[src/rtl/jump_pkg.sv]
// Shared jump-path definitions: state encoding, widths and the squeeze-to-velocity map.
package jump_pkg;

  localparam int unsigned SQZ_W       = 4;
  localparam int unsigned V_W         = 11;
  localparam int unsigned SQZ_MAX_DEF = 14;

  localparam logic [2:0] ST_IDLE     = 3'd0;
  localparam logic [2:0] ST_CHARGE   = 3'd1;
  localparam logic [2:0] ST_LAUNCH   = 3'd2;
  localparam logic [2:0] ST_FLIGHT   = 3'd3;
  localparam logic [2:0] ST_WAIT_REL = 3'd4;

  // Initial velocity for a given squeeze level, computed in V_W bits.
  function automatic logic [V_W-1:0] v_of_sqz(input logic [SQZ_W-1:0] sqz,
                                              input int unsigned       v_min,
                                              input int unsigned       v_step);
    return V_W'(v_min) + V_W'(sqz) * V_W'(v_step);
  endfunction

endpackage

[src/rtl/press_charge_meter_if.sv]
// Launch handshake between the charge meter (master) and the jump physics engine (slave).
interface press_charge_meter_if;

  logic                      o_launch;
  logic [jump_pkg::V_W-1:0]  o_v_init;
  logic                      i_jump_done;

  modport master (output o_launch, output o_v_init, input  i_jump_done);
  modport slave  (input  o_launch, input  o_v_init, output i_jump_done);

endinterface

[src/rtl/press_charge_meter.sv]
// Converts a debounced button hold into a squeeze level, then issues a one-cycle
// launch with the matching initial velocity and waits for the flight to finish.
module press_charge_meter
  import jump_pkg::*;
#(
  parameter int unsigned SQZ_MAX        = SQZ_MAX_DEF,
  parameter int unsigned TICKS_PER_STEP = 4,
  parameter int unsigned V_MIN          = 40,
  parameter int unsigned V_STEP         = 12
) (
  input  logic                  clk,
  input  logic                  rst_n,
  input  logic                  i_tick,
  input  logic                  i_enable,
  input  logic                  i_btn,
  press_charge_meter_if.master  jif,
  output logic [SQZ_W-1:0]      o_squeeze,
  output logic                  o_busy
);

  localparam int unsigned CNT_W = (TICKS_PER_STEP > 1) ? $clog2(TICKS_PER_STEP) : 1;

  logic [2:0]       r_state;
  logic             r_btn_q;
  logic [CNT_W-1:0] r_cnt;
  logic [SQZ_W-1:0] r_squeeze;
  logic [V_W-1:0]   r_v_init;
  logic             r_launch;
  logic             r_busy;

  logic [2:0]       w_state_nx;
  logic [CNT_W-1:0] w_cnt_nx;
  logic [SQZ_W-1:0] w_sqz_nx;
  logic [V_W-1:0]   w_v_nx;
  logic             w_press;

  // Next-state, squeeze, tick counter and velocity decisions.
  always_comb begin
    w_state_nx = r_state;
    w_cnt_nx   = r_cnt;
    w_sqz_nx   = r_squeeze;
    w_v_nx     = r_v_init;
    w_press    = i_btn & ~r_btn_q;

    case (r_state)
      ST_IDLE: begin
        if (w_press && i_enable) begin
          w_state_nx = ST_CHARGE;
          w_sqz_nx   = '0;
          w_cnt_nx   = '0;
        end
      end
      ST_CHARGE: begin
        if (!i_enable) begin
          w_state_nx = ST_IDLE;
          w_sqz_nx   = '0;
        end else if (!i_btn) begin
          // Release beats a coincident tick; a zero squeeze is a too-short press.
          if (r_squeeze == '0) begin
            w_state_nx = ST_IDLE;
          end else begin
            w_state_nx = ST_LAUNCH;
            w_v_nx     = v_of_sqz(r_squeeze, V_MIN, V_STEP);
          end
        end else if (i_tick) begin
          if (r_cnt == CNT_W'(TICKS_PER_STEP - 1)) begin
            w_cnt_nx = '0;
            if (r_squeeze != SQZ_W'(SQZ_MAX)) w_sqz_nx = r_squeeze + SQZ_W'(1);
          end else begin
            w_cnt_nx = r_cnt + CNT_W'(1);
          end
        end
      end
      ST_LAUNCH: begin
        w_state_nx = ST_FLIGHT;
        w_sqz_nx   = '0;
      end
      ST_FLIGHT: begin
        w_sqz_nx = '0;
        if (jif.i_jump_done) w_state_nx = i_btn ? ST_WAIT_REL : ST_IDLE;
      end
      ST_WAIT_REL: begin
        if (!i_btn) w_state_nx = ST_IDLE;
      end
      default: begin
        w_state_nx = ST_IDLE;
        w_sqz_nx   = '0;
      end
    endcase
  end

  always_ff @(posedge clk or negedge rst_n) begin
    if (!rst_n) begin
      r_state   <= ST_IDLE;
      r_btn_q   <= 1'b0;
      r_cnt     <= '0;
      r_squeeze <= '0;
      r_v_init  <= '0;
      r_launch  <= 1'b0;
      r_busy    <= 1'b0;
    end else begin
      r_state   <= w_state_nx;
      r_btn_q   <= i_btn;
      r_cnt     <= w_cnt_nx;
      r_squeeze <= w_sqz_nx;
      r_v_init  <= w_v_nx;
      r_launch  <= (w_state_nx == ST_LAUNCH);
      r_busy    <= (w_state_nx != ST_IDLE);
    end
  end

  assign o_squeeze    = r_squeeze;
  assign o_busy       = r_busy;
  assign jif.o_launch = r_launch;
  assign jif.o_v_init = r_v_init;

endmodule

[src/flat_wrapper.sv]
// flat-port wrapper written by rule: the top's interface ports become plain ports
module press_charge_meter_flat import jump_pkg::*;
#(
  parameter int unsigned SQZ_MAX        = SQZ_MAX_DEF,
  parameter int unsigned TICKS_PER_STEP = 4,
  parameter int unsigned V_MIN          = 40,
  parameter int unsigned V_STEP         = 12
)
  (clk, rst_n, i_tick, i_enable, i_btn, o_squeeze, o_busy, jif_o_launch, jif_o_v_init, jif_i_jump_done);
  press_charge_meter_if jif_i ();
  input  logic clk;
  input  logic rst_n;
  input  logic i_tick;
  input  logic i_enable;
  input  logic i_btn;
  output logic [SQZ_W-1:0] o_squeeze;
  output logic o_busy;
  output wire logic [$bits(jif_i.o_launch)-1:0] jif_o_launch;
  output wire logic [$bits(jif_i.o_v_init)-1:0] jif_o_v_init;
  input wire logic [$bits(jif_i.i_jump_done)-1:0] jif_i_jump_done;
  assign jif_o_launch = jif_i.o_launch;
  assign jif_o_v_init = jif_i.o_v_init;
  assign jif_i.i_jump_done = jif_i_jump_done;
  press_charge_meter #(.SQZ_MAX(SQZ_MAX), .TICKS_PER_STEP(TICKS_PER_STEP), .V_MIN(V_MIN), .V_STEP(V_STEP)) u_core (.clk(clk), .rst_n(rst_n), .i_tick(i_tick), .i_enable(i_enable), .i_btn(i_btn), .jif(jif_i), .o_squeeze(o_squeeze), .o_busy(o_busy));
endmodule
[config.mk]
export PLATFORM = sky130hd
export DESIGN_NAME = press_charge_meter_flat
export DESIGN_NICKNAME = d
export VERILOG_FILES = /design/src/rtl/jump_pkg.sv /design/src/rtl/press_charge_meter_if.sv /design/src/rtl/press_charge_meter.sv /design/src/flat_wrapper.sv
export SDC_FILE = /design/constraint.sdc
export NUM_CORES = 1
export LEC_CHECK = 0
export CAP_MARGIN = 0
export CORE_MARGIN = 1
export CORE_UTILIZATION = 35
export CTS_CLUSTER_SIZE = 12
export DETAILED_ROUTE_END_ITERATION = 8
export HOLD_SLACK_MARGIN = 0.03
export PLACE_DENSITY = 0.63
export RECOVER_POWER = 50
export SLEW_MARGIN = 25
export SYNTH_ARGS = -nofsm -noshare
export SYNTH_HDL_FRONTEND = slang
export SYNTH_SLANG_ARGS = --single-unit
[constraint.sdc]
create_clock -name clk -period 5.7 [get_ports clk]
set_input_delay 1.71 -clock clk [delete_from_list [all_inputs] [get_ports clk]]
set_output_delay 1.71 -clock clk [all_outputs]
set_load 0.03 [all_outputs]
==> results of run 1 <==
==> worst paths after layout <==
| check | from | end | slack (ns) | cells past startpoint |
|---|---|---|---|---|
| max | u_core.o_squeeze[1] | o_squeeze[1] | 2.50 | 1 |
| min in group asynchronous | rst_n | u_core.o_busy | 1.94 | 1 |
| min | u_core.jif.o_v_init[5] | u_core.jif.o_v_init[5] | 0.49 | 2 |
| min reg2reg | u_core.jif.o_v_init[5] | u_core.jif.o_v_init[5] | 0.49 | 2 |
| max in group asynchronous | rst_n | u_core.o_squeeze[3] | 3.24 | 1 |
| max reg2reg | u_core.o_squeeze[1] | u_core.jif.o_v_init[8] | 3.37 | 7 |
==> state kept, by name (all words and copies together), names as in the netlist <==
| register | count |
|---|---|
| u_core.r_state | 3 |
| u_core.jif.o_launch | 1 |
| u_core.jif.o_v_init | 7 |
| u_core.r_cnt | 2 |
| u_core.o_busy | 1 |
| u_core.r_btn_q | 1 |
| u_core.o_squeeze | 4 |
==> cell type report <==
type                            instances  area, um^2
Fill cell                             289        1670
Multi-Input combinational cell         82         576
Sequential cell                        19         475
Timing Repair Buffer                   18         180
Tap cell                               44        55.1
Inverter                               10        37.5
Clock buffer                            3        22.5
Clock inverter                          1        7.51
==> kinds of logic (layout without fill, tap and decap cells) <==
kind of cell / count (synthesis) / in the layout / synth area share
AND/OR/NAND/NOR: 37 / 37 / 0.189
AO/OA/AOI/OAI: 28 / 28 / 0.170
flip-flops: 19 / 19 / 0.427
buffers and inverters: 15 / 32 / 0.0652
adder cells (fa/ha/maj): 10 / 10 / 0.119
XOR/XNOR: 2 / 2 / 0.0158
other: 1 / 4 / 0.00337
multiplexers: 1 / 1 / 0.0101
==> placed cells by master, fill, tap and decap left out, types with 2 or more instances in the layout <==
master / count
sky130_fd_sc_hd__a21oi_1: 3
sky130_fd_sc_hd__clkbuf_4: 3
sky130_fd_sc_hd__clkdlybuf4s50_1: 15
sky130_fd_sc_hd__conb_1: 4
sky130_fd_sc_hd__dfrtp_1: 19
sky130_fd_sc_hd__dlygate4sd3_1: 3
sky130_fd_sc_hd__ha_1: 9
sky130_fd_sc_hd__inv_1: 10
sky130_fd_sc_hd__nand2_1: 15
sky130_fd_sc_hd__nand3_1: 3
sky130_fd_sc_hd__nor2_1: 5
sky130_fd_sc_hd__nor2b_1: 2
sky130_fd_sc_hd__nor3_1: 4
sky130_fd_sc_hd__o21a_1: 3
sky130_fd_sc_hd__o21ai_0: 8
sky130_fd_sc_hd__o31ai_1: 4
==> worst reg2reg max path: stages (launching register included) <==
cell and delay (ns):
sky130_fd_sc_hd__dfrtp_1 0.48, sky130_fd_sc_hd__ha_1 0.29, sky130_fd_sc_hd__inv_1 0.08, sky130_fd_sc_hd__fa_1 0.40
sky130_fd_sc_hd__xnor2_1 0.28, sky130_fd_sc_hd__a21oi_1 0.12, sky130_fd_sc_hd__or4_1 0.49, sky130_fd_sc_hd__o21ai_1 0.14
==> power groups by stage <==
stage | clock network [mW] | registers, mW | logic [mW]
after floorplan | 0 | 0.142 | 0.0117
after global placement | 0 | 0.141 | 0.0189
after detailed placement | 0 | 0.141 | 0.0194
after CTS | 0.0720 | 0.139 | 0.0195
after global routing | 0.0761 | 0.139 | 0.0212
final | 0.0698 | 0.139 | 0.0187
==> per-stage QoR <==
stage | setup WS, ns | hold WS [ns]
floorplan | 3.10 | 0.461
global placement | 2.46 | 0.462
detailed placement | 2.39 | 0.473
CTS | 2.49 | 0.502
global route | 2.46 | 0.514
finish | 2.50 | 0.493
==> per-layer routing <==
metal,global-route usage,wire length [um],vias up
met4,0.0714,49,0
met1,0.173,1020,413
met2,0.232,974,16
met3,0.0132,62,5
met5,0,0,-
li1,-,-,426
==> impl_metrics.ini, run 1 <==
[worst_setup_path]
worstPathMaxFanout = 6
critical_path_class = flop to output pin
cpLargestDelayFamily = buffers and inverters
critPathArrivalTime_ns = 1.49
cp-end-kind = output pin
start_kind = flop
cp_max_delay_cell = sky130_fd_sc_hd__clkdlybuf4s50_1
worstPathRequired_ns = 3.99
worstPathCellList = clkdlybuf4s50_1
cp_num_buf_inv = 1
worst_path_largest_cell_delay_ns = 0.71

[clock_tree]
numClockSinks = 19
post_cts_buffers = 0
post_cts.resized_instances = 0
clk-insertion-delay-late_ns = 0.30
cts.htree.levels = 1
cts-hold-fix-buffers = 0
numCtsBuffers = 3
cts-root-buf = sky130_fd_sc_hd__clkbuf_4
clkTransAtPathRegs_ns = 0.11
clock_tree.buffer_depth = 2
tritoncts = yes

[logic_synthesis]
synthesis.area_um2 = 1110
postSynthCellCount = 113
synth_sequential_area_ratio = 0.427
synth.ff_latch_count = 19
synth_top_cells_by_count = sky130_fd_sc_hd__dfrtp_1 (19), sky130_fd_sc_hd__nand2_1 (15), sky130_fd_sc_hd__inv_1 (10)
syn-mean-instance-area_um2 = 9.84
synth_top_cell_by_area = sky130_fd_sc_hd__dfrtp_1
synth-async-reset-ratio = 1.00
synthDistinctLibCells = 37
synth_area_leaders = sky130_fd_sc_hd__dfrtp_1 (43%), sky130_fd_sc_hd__ha_1 (10%), sky130_fd_sc_hd__nand2_1 (5.1%), sky130_fd_sc_hd__o21ai_0 (3.6%), sky130_fd_sc_hd__inv_1 (3.4%)
dominantRegCellSynth = sky130_fd_sc_hd__dfrtp_1
synth_edf_count = 0
synth.yosys.warnings = 0
yosysMostFrequentCell = sky130_fd_sc_hd__dfrtp_1
netlist.area_leader.share = 0.427

[power_and_ir_drop]
power.share.switching = 0.250
power.total_mw = 0.227
intPower_mw = 0.170
power.leakage_nw = 0.603
comb_power_share = 0.082
power_frac_clock = 0.307
ir_drop_mv = 0.0492
seq_power_share = 0.610
switchingPower_mw = 0.0568
cellPowerDensity_nw_per_um2 = 168

[floorplan]
initial_utilization = 0.367
placement_rows = 20
dieWidth_um = 58.4
fp.coreArea_um2 = 3030
die-area_um2 = 3410
ioPinCount = 23
die_h_um = 58.4

[route]
ant_nets = 0
routed_wl_mm = 2.11
vias_per_cell = 4.86
avgRoutedWirePerCell_um = 11.9
route.vias.total = 860
firstDrtPassIters = 4
drtIter0Drc = 29
route.detailed.drc = 0

[finish]
antenna_cells_inserted = 0
final_layout_size_suffix_gt1_frac = 0.0602
layoutNonFillerInstCount = 177
syn2layout_area_growth_pct = 21.7
finish.net_count = 150
design_area_um2 = 1350
finish.utilization = 0.447

[sta]
report.final.slew_viol_count = 0
setup_repair_after_global_routing_missed_its_margin = no
finalHoldViolCount = 0
tns_ns = 0
fin_worst_skew_ns = 0.00686
final_min_period_over_clock_period = 0.561
setup-violations-final = 0
final.min_clock_period_ns = 3.20
max_slew_margin = 0.437
worst-slew-pin-transition_ns = 0.841
max_freq_mhz = 312

[grt]
grt_pass1_wl_mm = 3.54
antenna_found_initial = 0
globalRouteOverflowTotal = 0
grt.total_usage = 0.136
grt_pass1_vias = 820
maximum_number_of_pins_on_one_net_before_global_route_repair = 20

[placed_design]
portBuffers = 18
post_dp_cell_area_um2 = 1320
place_congestion = 0.884
placedCellCount = 173
hpwlAfterDp_mm = 1.63

[hold_path]
hp-class = flop to flop

[status]
status = completed

[job]
cap_violations = 0
Note: power is estimated with default switching activity, not from simulation.
==> run 2, diff against run 1 <==
==> constraint.sdc (replaced) <==
create_clock -name clk -period 3 [get_ports clk]
set_input_delay 0.9 -clock clk [delete_from_list [all_inputs] [get_ports clk]]
set_output_delay 0.9 -clock clk [all_outputs]
set_load 0.03 [all_outputs]
==> impl_metrics.ini, run 2 (synthesis gave the netlist of run 1 again) <==
[power_and_ir_drop]
ir_drop_mv = 0.0987
power.total_mw = 0.433
cellPowerDensity_nw_per_um2 = 319
power_frac_clock = 0.310
power.leakage_nw = 0.604
switchingPower_mw = 0.109
comb_power_share = 0.082
intPower_mw = 0.324
power.share.switching = 0.252
seq_power_share = 0.608

[sta]
setup_repair_after_global_routing_missed_its_margin = no
tns_ns = 0
max_freq_mhz = 417
setup-violations-final = 0
max_slew_margin = 0.334
final_critical_path_setup_slack_ns = 0.599
final.min_clock_period_ns = 2.40
worst-slew-pin-transition_ns = 0.999
finalHoldViolCount = 0
final_min_period_over_clock_period = 0.800
fin_worst_skew_ns = 0.00980
report.final.slew_viol_count = 0

[clock_tree]
clkTransAtPathRegs_ns = 0.12
cts.htree.levels = 1
cts-hold-fix-buffers = 0
clock_tree.buffer_depth = 2
post_cts_buffers = 0
cts-root-buf = sky130_fd_sc_hd__clkbuf_4
post_cts.resized_instances = 0
tritoncts = yes
numClockSinks = 19
numCtsBuffers = 3
clk-insertion-delay-late_ns = 0.31

[job]
cap_violations = 0

[route]
drtIter0Drc = 46
avgRoutedWirePerCell_um = 11.7
routed_wl_mm = 2.09
route.detailed.drc = 0
firstDrtPassIters = 4
ant_nets = 0
vias_per_cell = 4.87
route.vias.total = 866

[worst_setup_path]
critical_path_depth = 1
worstPathCellList = clkdlybuf4s50_1
critPathArrivalTime_ns = 1.50
worst_r2r_path_depth = 7
reg2reg_slack_ns = 0.65
r2r_end = u_core.jif.o_v_init[8]
start_kind = flop
cp_max_delay_cell = sky130_fd_sc_hd__clkdlybuf4s50_1
critPathLaunch = u_core.o_squeeze[3]
cpLargestDelayFamily = buffers and inverters
timing.critical_path.to = o_squeeze[3]
worst_path_largest_cell_delay_ns = 0.71
worstPathMaxFanout = 7
timing.rr.start = u_core.o_squeeze[1]
critical_path_class = flop to output pin
cp_num_buf_inv = 1
cp-end-kind = output pin
worstPathRequired_ns = 2.10

[placed_design]
hpwlAfterDp_mm = 1.64
place_congestion = 0.886
placedCellCount = 174
post_dp_cell_area_um2 = 1330
place_worst_setup_slack_ns = 0.517
portBuffers = 18

[floorplan]
die-area_um2 = 3410
fp.coreArea_um2 = 3030
dieWidth_um = 58.4
die_h_um = 58.4
placement_rows = 20
initial_utilization = 0.367
ioPinCount = 23

[status]
status = completed

[finish]
syn2layout_area_growth_pct = 22.0
layout.cells.most_common_list = sky130_fd_sc_hd__dfrtp_1 (19), sky130_fd_sc_hd__nand2_1 (15), sky130_fd_sc_hd__clkdlybuf4s50_1 (15)
final_layout_size_suffix_gt1_frac = 0.0597
layoutNonFillerInstCount = 178
layout.cells.most_common = sky130_fd_sc_hd__dfrtp_1
antenna_cells_inserted = 0
finish.net_count = 151
design_area_um2 = 1360
largest_register_ffs = 7

[hold_path]
timing.hold.worst.start = u_core.jif.o_v_init[4]
worst_hold_path.num_cells = 2
hp-class = flop to flop

[grt]
antenna_found_initial = 0
globalRouteOverflowTotal = 0
grt_pass1_vias = 861
maximum_number_of_pins_on_one_net_before_global_route_repair = 20
grt_pass1_wl_mm = 3.72
grt.total_usage = 0.145
==> run 2: cell types whose count changed in the layout (fill, tap and decap cells not counted) <==
| cell | change |
|---|---|
| sky130_fd_sc_hd__clkbuf_1 | +1 |
==> run 2: per-stage QoR <==
stage | utilization | hold slack, ns
3_3_place_gp | 0.440 | 0.462
6_report | 0.448 | 0.488
5_1_grt | 0.448 | 0.512
4_1_cts | 0.450 | 0.494
3_5_place_dp | 0.440 | 0.466
2_1_floorplan | - | 0.461
==> run 2: per-layer routing <==
layer  global-route usage  part of all wire
met4               0.0850             0.019
met1                0.182              0.48
met2                0.233              0.46
met3               0.0286             0.040
met5                    0                 0
==> run 2: layout make-up <==
cell class | count | area [um^2]
clock buffers | 3 | 22.5
clock inverters | 1 | 7.51
fillers | 292 | 1670
inverters | 10 | 37.5
multi-input cells | 82 | 576
flip-flops and latches | 19 | 475
well taps | 44 | 55.1
repair buffers | 19 | 184
==> run 2: power by group through the flow <==
stage	combinational, mW	clock [mW]	sequential (mW)
floorplan	0.0222	0	0.269
global placement	0.0369	0	0.268
detailed placement	0.0377	0	0.268
CTS	0.0378	0.138	0.263
global route	0.0410	0.148	0.264
finish	0.0356	0.134	0.263
==> run 2: worst min path at each step <==
stage	to	slack, ns
2_1_floorplan	u_core.r_cnt[0]	0.46
3_3_place_gp	u_core.jif.o_v_init[4]	0.46
3_5_place_dp	u_core.jif.o_v_init[4]	0.47
4_1_cts	u_core.jif.o_v_init[4]	0.49
5_1_grt	u_core.jif.o_v_init[2]	0.51
6_report	u_core.jif.o_v_init[4]	0.49
